$ cat config.mk
export PLATFORM = sky130hd
export DESIGN_NAME = ss2_rx
export DESIGN_NICKNAME = d
export VERILOG_FILES = /design/src/rtl/x2821_pkg.sv /design/src/rtl/sync_ff.sv /design/src/rtl/ss2_rx.sv
export SDC_FILE = /design/constraint.sdc
export NUM_CORES = 1
export LEC_CHECK = 0
export CORE_MARGIN = 2
export CORE_UTILIZATION = 30
export DETAILED_ROUTE_END_ITERATION = 6
export PLACE_DENSITY = 0.48
export RECOVER_POWER = 100
export SLEW_MARGIN = 20
export SYNTH_ARGS = -nofsm -noshare
export SYNTH_HDL_FRONTEND = slang
export SYNTH_SLANG_ARGS = --single-unit
$ cat constraint.sdc
create_clock -name i_clk -period 1.3 [get_ports i_clk]
set_input_delay 0.13 -clock i_clk [delete_from_list [all_inputs] [get_ports i_clk]]
set_output_delay 0.13 -clock i_clk [all_outputs]
set_load 0.005 [all_outputs]
$ cat src/rtl/x2821_pkg.sv
// Shared definitions for the ss2 pulse path.
//   state_t   : receiver FSM states ARM / IDLE / MEASURE / STUCK (2 bits)
//   ss2_width : width in bits of a counter able to hold N+TOL+1
package x2821_pkg;

  typedef enum logic [1:0] {
    ST_ARM     = 2'd0,
    ST_IDLE    = 2'd1,
    ST_MEASURE = 2'd2,
    ST_STUCK   = 2'd3
  } state_t;

  function automatic int unsigned ss2_width(input int unsigned n, input int unsigned tol);
    return $clog2(n + tol + 2);
  endfunction

endpackage

$ cat src/rtl/sync_ff.sv
// Parameterised-depth flop chain for bringing an asynchronous line into i_clk.
//   i_clk     : clock, rising edge
//   i_reset_n : asynchronous active-low reset; every stage resets to RST_VAL
//   i_d       : raw input
//   o_q       : synchronised output (DEPTH = 0 gives a plain passthrough)
module sync_ff #(
  parameter int unsigned DEPTH   = 2,
  parameter logic        RST_VAL = 1'b0
) (
  input  logic i_clk,
  input  logic i_reset_n,
  input  logic i_d,
  output logic o_q
);

  generate
    if (DEPTH == 0) begin : g_pass
      assign o_q = i_d;
    end else begin : g_chain
      logic [DEPTH-1:0] chain;

      always_ff @(posedge i_clk or negedge i_reset_n) begin
        if (!i_reset_n) begin
          chain <= {DEPTH{RST_VAL}};
        end else begin
          chain[0] <= i_d;
          for (int unsigned i = 1; i < DEPTH; i++) begin
            chain[i] <= chain[i-1];
          end
        end
      end

      assign o_q = chain[DEPTH-1];
    end
  endgenerate

endmodule

$ cat src/rtl/ss2_rx.sv
// Pulse-width decoder for the ss2 single-shot path. Measures each active
// pulse on i_in in clock cycles and classifies it.
//   i_clk     : clock, rising edge
//   i_reset_n : asynchronous active-low reset
//   i_in      : pulse line, inactive level NE
//   o_valid   : one-cycle strobe, pulse width within N +/- TOL
//   o_short   : one-cycle strobe, pulse narrower than N-TOL
//   o_long    : one-cycle strobe, pulse reached N+TOL+1 while still active
//   o_width   : last measured width, held until the next strobe
//   o_busy    : high whenever the FSM is not in IDLE
module ss2_rx
  import x2821_pkg::*;
#(
  parameter  int unsigned N    = 5,
  parameter  logic        NE   = 1'b0,
  parameter  int unsigned TOL  = 1,
  parameter  int unsigned SYNC = 2,
  localparam int unsigned W    = ss2_width(N, TOL)
) (
  input  logic         i_clk,
  input  logic         i_reset_n,
  input  logic         i_in,
  output logic         o_valid,
  output logic         o_short,
  output logic         o_long,
  output logic [W-1:0] o_width,
  output logic         o_busy
);

  localparam logic [W-1:0] LO = W'(N - TOL);
  localparam logic [W-1:0] HI = W'(N + TOL);

  logic         s;
  logic         act;
  state_t       state;
  logic [W-1:0] cnt;

  sync_ff #(
    .DEPTH   (SYNC),
    .RST_VAL (NE)
  ) u_sync (
    .i_clk     (i_clk),
    .i_reset_n (i_reset_n),
    .i_d       (i_in),
    .o_q       (s)
  );

  assign act    = (s != NE);
  assign o_busy = (state != ST_IDLE);

  always_ff @(posedge i_clk or negedge i_reset_n) begin
    if (!i_reset_n) begin
      state   <= ST_ARM;
      cnt     <= '0;
      o_valid <= 1'b0;
      o_short <= 1'b0;
      o_long  <= 1'b0;
      o_width <= '0;
    end else begin
      o_valid <= 1'b0;
      o_short <= 1'b0;
      o_long  <= 1'b0;
      case (state)
        // A line already active when we come out of reset is never measured.
        ST_ARM: begin
          if (!act) state <= ST_IDLE;
        end
        ST_IDLE: begin
          if (act) begin
            state <= ST_MEASURE;
            cnt   <= W'(1);
          end
        end
        ST_MEASURE: begin
          if (act) begin
            // cnt < HI is cnt+1 <= N+TOL without needing a wider sum
            if (cnt < HI) begin
              cnt <= cnt + W'(1);
            end else begin
              o_long  <= 1'b1;
              o_width <= HI + W'(1);
              state   <= ST_STUCK;
            end
          end else begin
            if (cnt < LO) o_short <= 1'b1;
            else          o_valid <= 1'b1;
            o_width <= cnt;
            state   <= ST_IDLE;
          end
        end
        ST_STUCK: begin
          if (!act) state <= ST_IDLE;
        end
        default: state <= ST_ARM;
      endcase
    end
  end

endmodule

==> insert_results.sql, run 1 <==
INSERT INTO impl_metrics (metric_group, metric, value, unit) VALUES
('layout', 'stdcell_count', '106', ''),
('grt', 'grt_start_max_net_pins', '14', ''),
('sta', 'worst_slew_margin_rel', '56.51', '%'),
('floorplanning', 'placement_rows', '16', ''),
('sta', 'fin_worst_hold_slack', '0.3568', 'ns'),
('logic_synthesis', 'synth-compound-area-share', '19.07', '%'),
('routing', 'dr_total_vias', '462', ''),
('status', 'status', 'finished, final reports clean', ''),
('logic_synthesis', 'synth_area', '616.8', 'µm²'),
('logic_synthesis', 'syn-instance-count', '58', ''),
('worst_setup_path', 'critical-path-top-delay-family', 'buffers and inverters', ''),
('logic_synthesis', 'synth.mux.area_fraction', '1.623', '%'),
('routing', 'route.final.wire_length', '1171', 'µm'),
('logic_synthesis', 'postSynthAreaPerCell', '10.64', 'µm²'),
('floorplanning', 'design.die.area', '0.002435', 'mm²'),
('logic_synthesis', 'synth_top_area_share', '52.74', '%'),
('cts', 'cts_hold_buf', '0', ''),
('logic_synthesis', 'synthAdderAreaFrac', '6.085', '%'),
('layout', 'antenna_cells_inserted', '0', ''),
('placement', 'portBuffers', '9', ''),
('logic_synthesis', 'ys_seq_elements', '13', ''),
('worst_setup_path', 'critical_path.slowest_cell', 'sky130_fd_sc_hd__clkdlybuf4s50_1', ''),
('cts', 'cts_buffers', '3', ''),
('logic_synthesis', 'synth_edf_count', '0', ''),
('sta', 'min_period_over_period', '96.01', '%'),
('sta', 'rsz_0062_raised_after_global_routing', 'no', ''),
('sta', 'final-max-slew-violation-count', '0', ''),
('routing', 'wl_per_cell', '11.05', 'µm'),
('routing', 'post-route-drc-count', '0', ''),
('grt', 'global_route_wire_length_before_repair', '2070', 'µm'),
('cts', 'clk_latency', '0.27', 'ns'),
('floorplanning', 'top_level_pins', '10', ''),
('sta', 'totalNegativeSetupSlack', '0', 'ns'),
('placement', 'dp_cells', '100', ''),
('logic_synthesis', 'synth_simple_gate_area_share', '13.18', '%'),
('logic_synthesis', 'yosys.area.top_type', 'sky130_fd_sc_hd__dfrtp_1', ''),
('worst_setup_path', 'critPathRequiredTime', '1.17', 'ns'),
('worst_setup_path', 'crit_path_max_fanout', '2', ''),
('sta', 'hold_viol_final', '0', ''),
('logic_synthesis', 'main_flop_type_after_synthesis', 'sky130_fd_sc_hd__dfrtp_1', ''),
('routing', 'detail_route.first_pass.iterations', '4', ''),
('layout', 'fraction_of_layout_cells_with_a_size_suffix_above_1', '29.11', '%'),
('worst_setup_path', 'max_stage_delay', '0.50', 'ns'),
('logic_synthesis', 'syn_nets', '64', ''),
('cts', 'clk_pin_slew', '0.07', 'ns'),
('power_and_ir_drop', 'leakagePower', '0.3827', 'nW'),
('floorplanning', 'fp.coreArea', '0.001942', 'mm²'),
('sta', 'fin_worst_skew', '0.003639', 'ns'),
('floorplanning', 'die_width', '49.35', 'µm'),
('layout', 'finalNetCount', '86', ''),
('worst_setup_path', 'crit_path_cell_trace', 'clkdlybuf4s50_1', ''),
('grt', 'grt_util_all_layers', '11.19', '%'),
('placement', 'place_hpwl', '832.4', 'µm'),
('routing', 'route.antenna.remaining_nets', '0', ''),
('grt', 'grt_antenna_before_repair', '0', ''),
('cts', 'clockBufferDepth', '2', ''),
('cts', 'cts_tree', 'done', ''),
('worst_setup_path', 'arrival', '1.12', 'ns'),
('floorplanning', 'initial_core_utilization', '31.77', '%'),
('grt', 'grt.overflow.total', '0', ''),
('worst_setup_path', 'critical_path.endpoint_type', 'primary output', ''),
('worst_setup_path', 'criticalPathCategory', 'flip-flop to primary output', ''),
('power_and_ir_drop', 'report.power.total', '1.384', 'mW'),
('layout', 'synthToLayoutAreaGrowth', '36.51', '%'),
('grt', 'vias_in_the_first_global_route', '456', ''),
('sta', 'setup_violations', '0', ''),
('min_path', 'timing.hold.worst.class', 'flip-flop to flip-flop', ''),
('cts', 'htree_num_levels', '1', ''),
('logic_synthesis', 'synth_async_sr_flop_share', '100.0', '%'),
('logic_synthesis', 'synth_top_family_by_area', 'compound AO/OA/AOI/OAI gates', ''),
('cts', 'cts_num_sinks', '13', '');
## what timing repair did
| action | in CTS | in global routing |
|---|---|---|
| setup buffers | 1 | 1 |
| cloned | 0 | 0 |
| resized for setup | 4 | 5 |
| setup endpoints to repair | 4 | 5 |
| pin swaps | 0 | 1 |
## cell usage in the layout (no fill, tap or decap), types with 2 or more instances in the layout
cell	netlist	final
sky130_fd_sc_hd__a21oi_1	4	3
sky130_fd_sc_hd__nor3_1	2	2
sky130_fd_sc_hd__dlygate4sd3_1	0	2
sky130_fd_sc_hd__buf_4	2	9
sky130_fd_sc_hd__clkbuf_4	0	4
sky130_fd_sc_hd__nor2_1	3	3
sky130_fd_sc_hd__nand2_2	2	2
sky130_fd_sc_hd__o21ai_1	2	2
sky130_fd_sc_hd__nand2b_1	2	2
sky130_fd_sc_hd__clkbuf_1	0	2
sky130_fd_sc_hd__nand2_1	6	6
sky130_fd_sc_hd__dfrtp_1	13	13
sky130_fd_sc_hd__clkdlybuf4s50_1	0	6
sky130_fd_sc_hd__a32o_1	2	2
sky130_fd_sc_hd__inv_1	5	5
## stage by stage
step	worst slack [ns]	utilization, %	instance area (µm²)
6_report	0.05192	43.36	842.1
5_1_grt	0.003138	43.36	842.1
4_1_cts	0.001417	42.72	829.5
3_5_place_dp	0.0004615	40.27	782.0
3_3_place_gp	0.02707	40.27	782.0
2_1_floorplan	0.1563	-	616.8
## synth_stat cells, drive strengths merged (2+ instances only)
| master | count |
|---|---|
| a21oi | 4 |
| a32o | 2 |
| buf | 3 |
| dfrtp | 13 |
| ha | 3 |
| inv | 5 |
| nand2 | 8 |
| nand2b | 2 |
| nor2 | 3 |
| nor3 | 2 |
| o21ai | 4 |
## registers in the layout (all words and copies together), names as in the netlist
signal and flops:
cnt 3, o_long 1, o_short 1, o_valid 1, o_width 3, state 2, u_sync.g_chain.chain 2
## cell type report
cell class	count	area [µm²]
timing repair buffer	20	163.9
inverter	5	18.77
sequential	13	325.3
fill	200	1100
multi-input combinational	37	274.0
tap	27	33.78
clock buffer	4	26.28
## routing by layer
layer  vias to the layer above  part of all wire, %  global-route usage (%)
met5                         -                    0                       0
met2                         8                   48                   17.57
li1                        237                    -                       -
met4                         0                    0                   1.429
met3                         0                  5.4                   4.601
met1                       217                   47                   14.76
## final timing paths
kind	start	end	slack [ns]	cells after the start
setup / recovery	o_width[0]	o_width[0]	0.05	1
hold / removal	u_sync.g_chain.chain[0]	u_sync.g_chain.chain[1]	0.36	0
setup reg to reg	state[1]	o_width[0]	0.05	5
hold reg to reg	u_sync.g_chain.chain[0]	u_sync.g_chain.chain[1]	0.36	0
max in group asynchronous	i_reset_n	o_width[2]	0.49	2
min in group asynchronous	i_reset_n	u_sync.g_chain.chain[1]	0.39	2
## cells by family after synthesis
group | count (synthesis)
muxes | 1
DFF | 13
and+or+nand+nor | 17
buffers and inverters | 8
AOI/OAI and AO/OA | 16
adders and majority gates | 3
## power by group
part           internal, mW  switching, mW
sequential            0.481         0.0700
clock                 0.119          0.118
combinational         0.334          0.261
(Power assumes the default switching activity.)
==> run 2: changes to the inputs <==
CELL_PAD_IN_SITES_DETAIL_PLACEMENT = 1   (was not set)
CELL_PAD_IN_SITES_GLOBAL_PLACEMENT = 2   (was not set)
PLACE_DENSITY = 0.69   (was 0.48)
==> run 2 against run 1 <==
Against the previous run:
- wire length up 15%
- sequential share of layout area down 0.73 points
- clock skew up 0.0038 ns
- die area unchanged
- critical path type unchanged
- largest power group unchanged
==> insert_results.sql, run 2 (same netlist as run 1, synthesis figures left out) <==
INSERT INTO impl_metrics (metric_group, metric, value, unit) VALUES
('routing', 'route.antenna.remaining_nets', '0', ''),
('cts', 'htree_num_levels', '1', ''),
('layout', 'postLayoutCellArea', '858.3', 'µm²'),
('min_path', 'timing.hold.worst.class', 'flip-flop to flip-flop', ''),
('worst_setup_path', 'critPathRequiredTime', '1.17', 'ns'),
('cts', 'cts_tree', 'done', ''),
('routing', 'routed_via_density', '4.559', ''),
('grt', 'vias_in_the_first_global_route', '542', ''),
('worst_setup_path', 'critical-path-top-delay-family', 'buffers and inverters', ''),
('floorplanning', 'design.die.area', '0.002435', 'mm²'),
('power_and_ir_drop', 'p_comb_share', '44.8', '%'),
('cts', 'cts_hold_buf', '0', ''),
('floorplanning', 'die_width', '49.35', 'µm'),
('sta', 'rsz_0062_raised_after_global_routing', 'no', ''),
('grt', 'grt_antenna_before_repair', '0', ''),
('floorplanning', 'fp.coreArea', '0.001942', 'mm²'),
('power_and_ir_drop', 'clkPwrFrac', '17.6', '%'),
('sta', 'fmax', '0.8011', 'GHz'),
('cts', 'cts_buffers', '3', ''),
('layout', 'mostFrequentLayoutCell', 'sky130_fd_sc_hd__dfrtp_1', ''),
('status', 'status', 'finished, final reports clean', ''),
('placement', 'placedInstanceArea', '804.5', 'µm²'),
('routing', 'drt_first_iter_violations', '1', ''),
('worst_setup_path', 'critical_path.endpoint_type', 'primary output', ''),
('layout', 'top_regs', 'cnt: 3 flops, o_width: 3 flops', ''),
('power_and_ir_drop', 'p_seq_share', '37.5', '%'),
('worst_setup_path', 'timing.reg2reg.worst_path_depth', '5', ''),
('sta', 'post-route-min-period', '1.248', 'ns'),
('worst_setup_path', 'max_stage_delay', '0.50', 'ns'),
('min_path', 'timing.hold.worst_endpoint', 'u_sync.g_chain.chain[1]', ''),
('grt', 'grt.overflow.total', '0', ''),
('power_and_ir_drop', 'leakagePower', '0.4003', 'nW'),
('power_and_ir_drop', 'net_switching_component_of_the_power', '0.4733', 'mW'),
('grt', 'grt_util_all_layers', '14.10', '%'),
('worst_setup_path', 'critical_path.slowest_cell', 'sky130_fd_sc_hd__clkdlybuf4s50_1', ''),
('placement', 'portBuffers', '9', ''),
('worst_setup_path', 'r2r-start', 'state[1]', ''),
('min_path', 'worstHoldPathCells', '0', ''),
('routing', 'dr_total_vias', '506', ''),
('routing', 'detail_route.first_pass.iterations', '2', ''),
('grt', 'grt_start_max_net_pins', '14', ''),
('job', 'max-cap-violations', '0', ''),
('cts', 'clk_pin_slew', '0.07', 'ns'),
('layout', 'antenna_cells_inserted', '0', ''),
('cts', 'cts_num_sinks', '13', ''),
('routing', 'post-route-drc-count', '0', ''),
('cts', 'clockBufferDepth', '2', ''),
('worst_setup_path', 'criticalPathCategory', 'flip-flop to primary output', ''),
('worst_setup_path', 'critPathBufInv', '1', ''),
('worst_setup_path', 'rr_endpoint', 'state[0]', ''),
('placement', 'routabilityCongestion', '0.7706', ''),
('sta', 'hold_viol_final', '0', ''),
('power_and_ir_drop', 'power.density_cell_area', '1668', 'mW/mm²'),
('sta', 'setup_violations', '0', ''),
('power_and_ir_drop', 'report.power.total', '1.431', 'mW'),
('power_and_ir_drop', 'switching_share', '33.06', '%'),
('placement', 'place_hpwl', '978.6', 'µm'),
('grt', 'global_route_wire_length_before_repair', '2511', 'µm'),
('worst_setup_path', 'setup.worst_path.start_class', 'flip-flop', ''),
('worst_setup_path', 'crit_path_max_fanout', '2', ''),
('floorplanning', 'initial_core_utilization', '31.77', '%'),
('routing', 'route.final.wire_length', '1351', 'µm'),
('floorplanning', 'top_level_pins', '10', ''),
('worst_setup_path', 'reg2reg_setup_slack', '0.08', 'ns'),
('power_and_ir_drop', 'cell_internal_pwr', '0.9582', 'mW'),
('sta', 'worst_slew_margin_rel', '54.49', '%'),
('floorplanning', 'dieHeight', '49.35', 'µm'),
('layout', 'synthToLayoutAreaGrowth', '39.15', '%'),
('power_and_ir_drop', 'vdd.ir_drop.worst', '0.0009398', 'V'),
('sta', 'fin_worst_skew', '0.007426', 'ns'),
('layout', 'mostFrequentLayoutCells', 'sky130_fd_sc_hd__dfrtp_1, sky130_fd_sc_hd__buf_4, sky130_fd_sc_hd__nand2_1, sky130_fd_sc_hd__inv_1, sky130_fd_sc_hd__clkbuf_4', ''),
('min_path', 'hold_path_startpoint', 'u_sync.g_chain.chain[0]', ''),
('sta', 'worst_slew_pin_slew', '0.6826', 'ns'),
('cts', 'clk_latency', '0.28', 'ns'),
('sta', 'min_period_over_period', '96.03', '%'),
('worst_setup_path', 'crit_path_cell_trace', 'clkdlybuf4s50_1', ''),
('layout', 'fraction_of_layout_cells_with_a_size_suffix_above_1', '27.38', '%'),
('routing', 'wl_per_cell', '12.17', 'µm'),
('cts', 'clk_root_buffer_cell', 'sky130_fd_sc_hd__clkbuf_4', ''),
('layout', 'finalNetCount', '91', ''),
('floorplanning', 'placement_rows', '16', ''),
('sta', 'final-max-slew-violation-count', '0', ''),
('worst_setup_path', 'arrival', '1.12', 'ns');
## run 2: power groups by stage
stage | Combinational [mW] | Clock, mW | Sequential (mW)
after floorplan | 0.308 | 0 | 0.544
after global placement | 0.576 | 0 | 0.551
after detailed placement | 0.579 | 0 | 0.553
after CTS | 0.618 | 0.263 | 0.539
after global routing | 0.729 | 0.292 | 0.549
final | 0.642 | 0.253 | 0.537
## run 2: how the worst max path moves through the flow
stage | startpoint | slack (ns) | endpoint | depth (start not counted)
final | o_width[2] | 0.05 | o_width[2] | 1
after global routing | o_long | 0.0002 | o_long | 1
after CTS | state[1] | 0.02 | state[0] | 5
after detailed placement | state[0] | -0.06 | o_width[2] | 4
after global placement | state[0] | -0.03 | o_width[1] | 4
after floorplan | state[0] | 0.16 | cnt[2] | 6
## run 2: timing repair
item | 4_1_cts | 5_1_grt
buffers inserted | 1 | 3
gates resized for setup | 4 | 4
pin swaps | 0 | 1
setup endpoints to repair | 8 | 11
## run 2: cell type report
| class | count | area [µm²] |
|---|---|---|
| repair buffers | 25 | 195.2 |
| clock buffers | 4 | 26.28 |
| well taps | 27 | 33.78 |
| fillers | 243 | 1084 |
| flip-flops and latches | 13 | 325.3 |
| multi-input cells | 37 | 259.0 |
| inverters | 5 | 18.77 |
## run 2: worst reg2reg max path: cells and delay by family (launching register included)
kind	cells	cell delay, ns
compound gates	2	0.25
fa+ha+maj	1	0.20
buf+inv	2	0.28
flops	1	0.38
## run 2: through the flow
| stage | hold WS [ns] | utilization (%) | setup slack (ns) | std cells | setup TNS, ns |
|---|---|---|---|---|---|
| final | 0.3592 | 44.20 | 0.05167 | 111 | 0 |
| after floorplan | -0.1656 | - | 0.1563 | 58 | 0 |
| after global routing | 0.3698 | 44.20 | 0.0001951 | 111 | 0 |
| after detailed placement | 0.3478 | 41.43 | -0.06252 | 103 | -0.2558 |
| after CTS | 0.1487 | 43.43 | 0.01760 | 108 | 0 |
| after global placement | 0.3382 | 41.43 | -0.03162 | 103 | -0.1075 |
## run 2: per-layer routing
metal	GRT usage (%)	vias up	part of all wire [%]	wire, µm
met2	20.95	9	49	663
met5	0	-	0	0
li1	-	254	-	-
met3	4.294	3	3.6	48
met1	18.18	240	45	613
met4	7.619	0	1.9	25
